### config.mk
export PLATFORM = sky130hd
export DESIGN_NAME = gpio_port
export DESIGN_NICKNAME = d
export VERILOG_FILES = /design/src/rtl/gpio_pkg.sv /design/src/rtl/gpio_sync.sv /design/src/rtl/gpio_port.sv
export SDC_FILE = /design/constraint.sdc
export NUM_CORES = 1
export LEC_CHECK = 0
export BUFFER_PORTS_ARGS = -buffer_cell sky130_fd_sc_hd__clkbuf_2
export CORE_MARGIN = 2
export CORE_UTILIZATION = 44
export DETAILED_ROUTE_END_ITERATION = 10
export GPL_ROUTABILITY_DRIVEN = 0
export PLACE_DENSITY = 0.87
export SLEW_MARGIN = 10
export SYNTH_ARGS = -nofsm -noshare
export SYNTH_HDL_FRONTEND = slang
export SYNTH_HIERARCHICAL = 1
export SYNTH_SLANG_ARGS = --single-unit
export TNS_END_PERCENT = 10
### constraint.sdc
create_clock -name clk -period 1.41 [get_ports clk]
set_clock_uncertainty 0.15 [all_clocks]
set_input_delay 0 -clock clk [delete_from_list [all_inputs] [get_ports clk]]
set_output_delay 0 -clock clk [all_outputs]
set_load 0.005 [all_outputs]
### src/rtl/gpio_pkg.sv
// Shared constants for the GPIO port: default pin count and direction encodings.
package gpio_pkg;

  localparam int GPIO_WIDTH = 8;

  typedef enum logic {
    DIR_OUT = 1'b0,
    DIR_IN  = 1'b1
  } gpio_dir_e;

endpackage

### src/rtl/gpio_sync.sv
// Two-stage per-bit synchronizer for pad inputs that are asynchronous to clk.
module gpio_sync
  import gpio_pkg::*;
#(
  parameter int WIDTH = GPIO_WIDTH
) (
  input  logic             clk,
  input  logic             reset,
  input  logic [WIDTH-1:0] d,
  output logic [WIDTH-1:0] q
);

  logic [WIDTH-1:0] stage1;

  // NOTE: flops use non-blocking assignments so both stages sample pre-edge
  // values; blocking here would collapse the chain into a single stage.
  always_ff @(posedge clk or negedge reset) begin
    if (!reset) begin
      stage1 <= '0;
      q      <= '0;
    end else begin
      stage1 <= d;
      q      <= stage1;
    end
  end

endmodule

### src/rtl/gpio_port.sv
// N-pin GPIO port: output data register, registered readback, optional
// edge-triggered interrupt logic built only when GPIO_IRQ_EN is defined.
module gpio_port
  import gpio_pkg::*;
#(
  parameter int N = GPIO_WIDTH
) (
  input  logic         clk,
  input  logic         reset,
  input  logic [N-1:0] gpio_in,
  input  logic [N-1:0] gpio_direction,
  output logic [N-1:0] gpio_out,
  output logic [N-1:0] gpio_oe,
  input  logic         wr_en,
  input  logic [N-1:0] wr_data,
  output logic [N-1:0] rd_data,
  input  logic [N-1:0] irq_en,
  input  logic [N-1:0] irq_clr,
  output logic [N-1:0] irq_status,
  output logic         irq
);

  logic [N-1:0] sync_in;
  logic [N-1:0] out_reg;
  logic [N-1:0] pin_is_in;

  gpio_sync #(.WIDTH(N)) u_sync (
    .clk   (clk),
    .reset (reset),
    .d     (gpio_in),
    .q     (sync_in)
  );

  // NOTE: every variable assigned in always_comb gets a default first, so no
  // path through the block can leave it unassigned and infer a latch.
  always_comb begin
    pin_is_in = '0;
    for (int i = 0; i < N; i++) begin
      pin_is_in[i] = (gpio_direction[i] == DIR_IN);
    end
  end

  assign gpio_out = out_reg & ~pin_is_in;
  assign gpio_oe  = ~pin_is_in;

  always_ff @(posedge clk or negedge reset) begin
    if (!reset) begin
      out_reg <= '0;
      rd_data <= '0;
    end else begin
      if (wr_en) begin
        out_reg <= wr_data;
      end
      rd_data <= (sync_in & pin_is_in) | (out_reg & ~pin_is_in);
    end
  end

`ifdef GPIO_IRQ_EN
  logic [N-1:0] prev_in;
  logic [N-1:0] edge_hit;

  // prev_in resets to the same value as the synchronizer, so releasing reset
  // cannot look like an edge.
  assign edge_hit = (sync_in ^ prev_in) & pin_is_in;

  always_ff @(posedge clk or negedge reset) begin
    if (!reset) begin
      prev_in    <= '0;
      irq_status <= '0;
    end else begin
      prev_in    <= sync_in;
      irq_status <= (irq_status & ~irq_clr) | edge_hit;
    end
  end

  assign irq = |(irq_status & irq_en);
`else
  logic unused_irq_inputs;

  assign unused_irq_inputs = ^{irq_en, irq_clr};
  assign irq_status        = '0;
  assign irq               = 1'b0;
`endif

endmodule

==> impl_results.md, run 1 <==
- Pin count of the biggest net entering global routing: 33
- Post-Synthesis Cell Area: 1174 um^2
- Cells on worst reg2reg path: 1
- CTS tree: yes
- Initial Util: 0.4695
- Grt total ovfl: 0
- R2R Setup Slk: 480 ps
- Hold_sp: wr_en
- Diode count: 0
- Routed len/inst: 11.21 um
- Setup TNS: 0 ps
- Setup CP Type: reg2out
- Height of the die: 55.65 um
- CTS Buffer Depth: 2
- Final wirelength: 2.085 mm
- Fin. max-slew vios: 0
- ANT nets after route: 0
- Count of input and output buffers: 50
- Global-route wire length before repair: 3.726 mm
- Pre-Repair DR Iteration Count: 3
- Warnings, synthesis: 6
- Initial antenna violation count: 0
- Clk pin slew, worst setup/hold paths: 90 ps
- Final setup violating endpoints: 0
- Overall power: 0.001736 W
- Status: finished, final reports clean
- Critical path endpoint: gpio_out[1]
- Max VDD drop: 0.8880 mV
- Max Cap Viol: 0
- RR Startpoint: out_reg[0]$_DFFE_PN0P_
- DR DRC count: 0
- Avg Cell Area, Syn: 15.65 um^2
- Crit. End Element: output port
- Crit Path Max Fanout: 3
- Post-DP HPWL: 1.307 mm
- Mapped Cells: 75
- Top cells by area, synth: dfrtp_1 68%, mux2_4 10%, mux2_2 7.7%, buf_4 5.8%, nor2b_1 4.3%
- Nets@finish: 199
- Critical path launch point: out_reg[1]$_DFFE_PN0P_
- Clk sinks: 32
- DIE AREA: 3096 um^2
- GR Util All Layers: 0.1633
- CP Launch Type: flop
- Top Ports: 76
- Buffers & Inverters on Critical Path: 1
- Layout cells sized above 1: 0.4679
- Post-CTS setup buffer count: 0
- Row Count: 18
- Vias: 788
- CTS buffer count: 5
- Flops & latches, synth: 32
- Critical Path AT: 1000 ps
- Period utilization: 0.8139
- Sequential area share after synthesis: 0.6823
- 1st-iter DRT viols: 8
- Leakage: 0.9070 nW
- CP Depth: 2
- Top achievable clock speed: 871.4 MHz
- Slowest CP cell: dfrtp_1
- H-tree depth: 2
- Largest area contributor in the netlist: dfrtp_1
- Post_cts resized: 0
- Worst reg2reg path endpoint: out_reg[0]$_DFFE_PN0P_
- Vias per cell: 4.237
- Skew-Pair Late Insertion Delay: 320 ps
- Synth top area share: 0.6823
- Hold Crit Class: in2reg
- Clock period minus worst slack: 1148 ps
- Clock root cell: clkbuf_4
- Die width: 55.65 um
- Power density cells: 1011 nW/um^2
- Number of global-route vias before repair: 846
- Cell variety after synth: 8
- RSZ-0062 raised after global routing: false
- Largest stage delay, worst path: 380 ps
- Area grow syn2layout: 46.27%
- Count of final hold-check violations: 0
- Core box area: 2500 um^2
- CP required: 1260 ps
- CP delay by family, top: flip-flops
- Crit-path cells: nor2b_1 > clkbuf_2
[synthesized netlist by cell type (all sizes together)]
cell type / instances
dfrtp: 32
mux2: 16
buf: 10
inv: 8
nor2b: 8
conb: 1
[layout by cell type (no fill, tap or decap), drive strengths merged]
| cell | synthesis | layout |
|---|---|---|
| inv | 8 | 8 |
| dlygate4sd3 | 0 | 25 |
| clkbuf | 0 | 56 |
| mux2 | 16 | 16 |
| clkinv | 0 | 1 |
| conb | 1 | 9 |
| buf | 10 | 1 |
| dfrtp | 32 | 32 |
| nor2b | 8 | 8 |
[power breakdown]
group / total (W) / switching, W / internal [W]
clock network: 0.000456 / 0.000273 / 0.000183
logic: 0.000266 / 0.0000961 / 0.000170
registers: 0.00101 / 0.0000277 / 0.000986
total: 0.00174 / 0.000396 / 0.00134
[kinds of logic after synthesis]
group                  Yosys count  share of synthesized area
flip-flops                      32                     0.6823
AND/OR/NAND/NOR                  8                    0.04265
other                            1                   0.003195
multiplexers                    16                     0.1791
buffers and inverters           18                    0.09275
[per-stage QoR]
stage	setup WS [ps]	instance area, um^2	instances	hold WS, ps	utilization
2_1_floorplan	524.1	1204	83	-445.6	-
3_3_place_gp	502.8	1420	154	-122.0	0.5681
3_5_place_dp	490.6	1420	154	-113.5	0.5681
4_1_cts	251.2	1717	186	28.55	0.6867
5_1_grt	175.5	1717	186	24.57	0.6867
6_report	262.4	1717	186	21.93	0.6867
[how the worst min path moves through the flow]
stage                                 end  slack [ps]  depth (start not counted)
2_1_floorplan      out_reg[0]$_DFFE_PN0P_        -450                          0
3_3_place_gp   u_sync/stage1[7]$_DFF_PN0_        -120                          2
3_5_place_dp        u_sync/q[0]$_DFF_PN0_        -110                          2
4_1_cts            out_reg[7]$_DFFE_PN0P_          30                          2
5_1_grt            out_reg[7]$_DFFE_PN0P_          20                          2
6_report           out_reg[7]$_DFFE_PN0P_          20                          2
[final cells by class]
type                            count  area, um^2
Clock inverter                      1       5.005
Timing Repair Buffer               76       508.0
Clock buffer                        6       41.29
Tap cell                           30       37.54
Sequential cell                    32       800.8
Fill cell                         190       783.3
Inverter                            8       30.03
Multi-Input combinational cell     33       294.0
[per-layer routing]
layer	GRT usage	share of wire	up-vias
met5	0	0	-
met4	0.05226	0.014	0
met3	0.09070	0.11	4
met2	0.2840	0.55	42
met1	0.1654	0.33	363
li1	-	-	379
[timing repair]
| action | in CTS | in global routing |
|---|---|---|
| endpoints found under the setup margin | 0 | 0 |
| hold endpoints to repair | 56 | 0 |
| hold buffers | 25 | 0 |
(Power assumes the default switching activity.)
==> inputs of run 2 (changes only) <==
- CORE_UTILIZATION: 44 -> 37
- PLACE_DENSITY: 0.87 -> 0.78
- clock period: 1.41 -> 1 ns (I/O delays scaled with it)
==> run 2 against run 1 <==
  * The flow now finishes with violations (hold timing, setup timing)
  * Flip-flop and latch count stayed put
  * Critical endpoint is now gpio_out[6]
  * Highest routed layer unchanged
  * Utilization decreased by 6.4 points
  * Critical path depth did not move
  * Sequential share of layout area down 4.2 points
  * Worst setup slack lost 370 ps
  * Clock-buffer cell count unchanged
  * Register-to-register slack worse by 540 ps
==> impl_results.md, run 2 (synthesis gave the netlist of run 1 again) <==
- Post-DP HPWL: 1.509 mm
- Top achievable clock speed: 902.8 MHz
- Diode count: 0
- Hold Crit Class: in2async
- Cts hold-fix bufs: 25
- Worst slack, placed: 75.19 ps
- Layout Utilization: 0.6227
- Top Ports: 76
- Crit. End Element: output port
- CP required: 850 ps
- Max VDD drop: 0.7697 mV
- Row Count: 20
- Placed Instance Area: 1450 um^2
- Most common library cell in the layout ignoring fill and taps: clkbuf_2
- Vias per cell: 3.971
- RR Startpoint: out_reg[6]$_DFFE_PN0P_
- CTS buffer count: 5
- Period utilization: 1.108
- Critical path launch point: out_reg[6]$_DFFE_PN0P_
- Area grow syn2layout: 60.66%
- Setup CP Type: reg2out
- Skew-Pair Late Insertion Delay: 310 ps
- Clk sinks: 32
- Nets@finish: 206
- Max Cap Viol: 0
- Final setup violating endpoints: 22
- Most frequent cells in the layout: 50 x clkbuf_2, 32 x dfrtp_1, 25 x dlygate4sd3_1
- Critical path endpoint: gpio_out[6]
- Worst reg2reg path endpoint: out_reg[6]$_DFFE_PN0P_
- 1st-iter DRT viols: 7
- DR DRC count: 0
- CTS tree: yes
- Overall power: 0.002838 W
- Core box area: 3028 um^2
- Layout cells sized above 1: 0.5305
- GR Util All Layers: 0.1453
- ANT nets after route: 0
- Height of the die: 60.32 um
- Critical Path AT: 960 ps
- H-tree depth: 2
- Post-route setup slack: -107.7 ps
- Final wirelength: 2.391 mm
- Clock period minus worst slack: 1108 ps
- Vias: 826
- Pin count of the biggest net entering global routing: 21
- Number of global-route vias before repair: 846
- Post-layout instance area: 1886 um^2
- CTS Buffer Depth: 2
- Leakage: 0.9992 nW
- Global-route wire length before repair: 3.657 mm
- Power density cells: 1505 nW/um^2
- Die width: 60.32 um
- Routed len/inst: 11.50 um
- Grt total ovfl: 0
- Clk pin slew, worst setup/hold paths: 100 ps
- Failing checks: hold timing, setup timing
- Cells on worst reg2reg path: 2
- DIE AREA: 3639 um^2
- Fin. max-slew vios: 0
- Status: finished with violations
- Count of input and output buffers: 50
- Pre-Repair DR Iteration Count: 4
- Initial Util: 0.3876
- Initial antenna violation count: 0
- Clock root cell: clkbuf_4
- Crit Path Max Fanout: 2
- Count of final hold-check violations: 12
- R2R Setup Slk: -60 ps
- RSZ-0062 raised after global routing: true
- CP Launch Type: flop
- Hold slack: -51.91 ps
run 2: power by group:
part           leakage, nW  switching, W  internal (W)
sequential           0.374     0.0000364       0.00139
combinational        0.583      0.000166      0.000307
clock               0.0422      0.000415      0.000524
run 2: final cells by class:
cell class | count | area (um^2)
fillers | 241 | 1142
flip-flops and latches | 32 | 800.8
repair buffers | 83 | 576.8
multi-input cells | 33 | 346.6
well taps | 44 | 55.05
clock buffers | 6 | 41.29
clock inverters | 2 | 35.03
inverters | 8 | 30.03
run 2: per-stage QoR:
stage / instances / setup TNS [ps]
finish: 208 / -1259
global placement: 168 / 0
global route: 208 / -2000
floorplan: 83 / 0
detailed placement: 168 / 0
CTS: 208 / -1231
run 2: layer usage:
metal  track usage  vias up  wire length, um
li1              -      390                -
met1        0.1323      403              861
met2        0.2811       28             1380
met3       0.04545        5              105
met4       0.07619        0               44
met5             0        -                0
run 2: worst min path at each step:
stage	depth (start not counted)	endpoint	startpoint	slack [ps]
6_report	2	u_sync/stage1[7]$_DFF_PN0_	reset	-50
5_1_grt	2	u_sync/stage1[7]$_DFF_PN0_	reset	-10
4_1_cts	2	u_sync/stage1[7]$_DFF_PN0_	reset	-40
3_5_place_dp	1	u_sync/stage1[7]$_DFF_PN0_	reset	-220
3_3_place_gp	1	u_sync/stage1[7]$_DFF_PN0_	reset	-230
2_1_floorplan	0	out_reg[0]$_DFFE_PN0P_	reset	-450
run 2: repair_timing:
action,CTS,global route
endpoints found under the hold margin,56,8
buffers inserted,7,0
gates resized for setup,0,14
endpoints found under the setup margin,8,22
run 2: critical path, cell delays in order, from the launching register on:
cell      delay [ps]
dfrtp_1          410
nor2b_4          130
clkbuf_2         100
==> inputs of run 3 (changes only) <==
- CORE_ASPECT_RATIO: unset -> 1.2
- SKIP_LAST_GASP: unset -> 1
==> run 3 against run 2 <==
  * The run ends with setup timing left
  * Sequential share of layout area rose by 2.4 points
  * Total power fell by 14%
  * Design area fell by 5.4%
  * Register-to-register slack barely moved
  * Utilization fell by 3.9 points
  * Via count fell by 2.2%
  * Largest power group unchanged
  * Highest routed layer unchanged
==> impl_results.md, run 3 (synthesis gave the netlist of run 1 again) <==
- Status: finished with violations
- Failing checks: setup timing
- Max Cap Viol: 0
- Hold Crit Class: in2reg
- Grt total ovfl: 0
- DIE AREA: 3640 um^2
- Height of the die: 65.70 um
- Clock root cell: clkbuf_4
- Vias per cell: 4.122
- Multi-input gate area: 316.6 um^2
- Post-route setup slack: -101.8 ps
- Fin. max-slew vios: 0
- Final wirelength: 2.283 mm
- Layout Utilization: 0.5835
- Setup CP Type: reg2out
- Pin count of the biggest net entering global routing: 33
- Layout cells sized above 1: 0.5063
- Max VDD drop: 1.286 mV
- Post-DP HPWL: 1.452 mm
- DR DRC count: 0
- CTS tree: yes
- Count of final hold-check violations: 0
- Initial antenna violation count: 0
- Crit Path Max Fanout: 3
- R2R Setup Slk: -70 ps
- H-tree depth: 2
- Period utilization: 1.102
- RSZ-0062 raised after global routing: true
- Clk pin slew, worst setup/hold paths: 80 ps
- Top achievable clock speed: 907.6 MHz
- Nets@finish: 205
- CP required: 850 ps
- Power density cells: 1377 nW/um^2
- Die width: 55.42 um
- Clock period minus worst slack: 1102 ps
- Pre-Repair DR Iteration Count: 2
- Critical path endpoint: gpio_out[6]
- Routed len/inst: 11.65 um
- Hold slack: 54.11 ps
- Area grow syn2layout: 51.92%
- GR Util All Layers: 0.1409
- FF+latch area: 800.8 um^2
- Row Count: 22
- Critical path launch point: out_reg[6]$_DFFE_PN0P_
- CP Launch Type: flop
- Worst reg2reg path endpoint: out_reg[4]$_DFFE_PN0P_
- Placed Instance Area: 1428 um^2
- Final setup violating endpoints: 19
- Diode count: 0
- Top Ports: 76
- Most common library cell in the layout ignoring fill and taps: clkbuf_2
- Clk sinks: 32
- Global-route wire length before repair: 3.739 mm
- Critical Path AT: 950 ps
- Number of global-route vias before repair: 873
- RR Startpoint: out_reg[4]$_DFFE_PN0P_
- Cells on worst reg2reg path: 2
- Crit. End Element: output port
- CTS buffer count: 5
- Core box area: 3055 um^2
- Most frequent cells in the layout: 50 x clkbuf_2, 32 x dfrtp_1, 25 x dlygate4sd3_1
- Layout fillers: 253
- Initial Util: 0.3841
- Vias: 808
- CTS Buffer Depth: 2
- ANT nets after route: 0
- Leakage: 0.9458 nW
- Post-layout instance area: 1783 um^2
- Count of input and output buffers: 50
- 1st-iter DRT viols: 8
- Skew-Pair Late Insertion Delay: 320 ps
## run 3: worst min-delay path by stage
stage	start	endpoint	cells past startpoint
3_3_place_gp	reset	out_reg[3]$_DFFE_PN0P_	2
3_5_place_dp	reset	u_sync/stage1[3]$_DFF_PN0_	2
2_1_floorplan	reset	out_reg[0]$_DFFE_PN0P_	0
5_1_grt	wr_en	out_reg[0]$_DFFE_PN0P_	2
6_report	wr_en	out_reg[5]$_DFFE_PN0P_	2
4_1_cts	wr_en	out_reg[5]$_DFFE_PN0P_	2
## run 3: critical path: stages (launching register included)
cell      delay [ps]
dfrtp_1          400
nor2b_1          130
clkbuf_2         100
## run 3: timing repair
action / CTS / global route
resized for setup: 0 / 6
setup buffers: 4 / 2
hold endpoints to repair: 56 / 0
setup endpoints to repair: 8 / 20
hold buffers: 25 / 0
## run 3: area by class of cell
| type | count | share of cell area |
|---|---|---|
| Clock buffer | 5 | 0.02105 |
| Inverter | 8 | 0.01684 |
| Multi-Input combinational cell | 33 | 0.1775 |
| Sequential cell | 32 | 0.4491 |
| Tap cell | 36 | 0.02526 |
| Timing Repair Buffer | 82 | 0.3102 |
## run 3: stage by stage
step / std cells / setup TNS [ps] / total power (W) / setup slack, ps
4_1_cts: 194 / -1199 / 0.002465 / -119.9
3_3_place_gp: 160 / 0 / 0.001747 / 92.96
2_1_floorplan: 83 / 0 / 0.001612 / 114.1
5_1_grt: 196 / -1952 / 0.002604 / -162.9
6_report: 196 / -1218 / 0.002454 / -101.8
3_5_place_dp: 160 / 0 / 0.001769 / 59.76
## run 3: metal layers
metal,global-route usage,part of all wire
met1,0.1234,0.34
met4,0.04573,0.011
met3,0.05906,0.057
met5,0,0
met2,0.2827,0.59
## run 3: power by group
| group | leakage, nW | switching [W] | internal (W) |
|---|---|---|---|
| logic | 0.549 | 0.000157 | 0.000280 |
| clock network | 0.0230 | 0.000356 | 0.000234 |
| registers | 0.374 | 0.0000380 | 0.00139 |
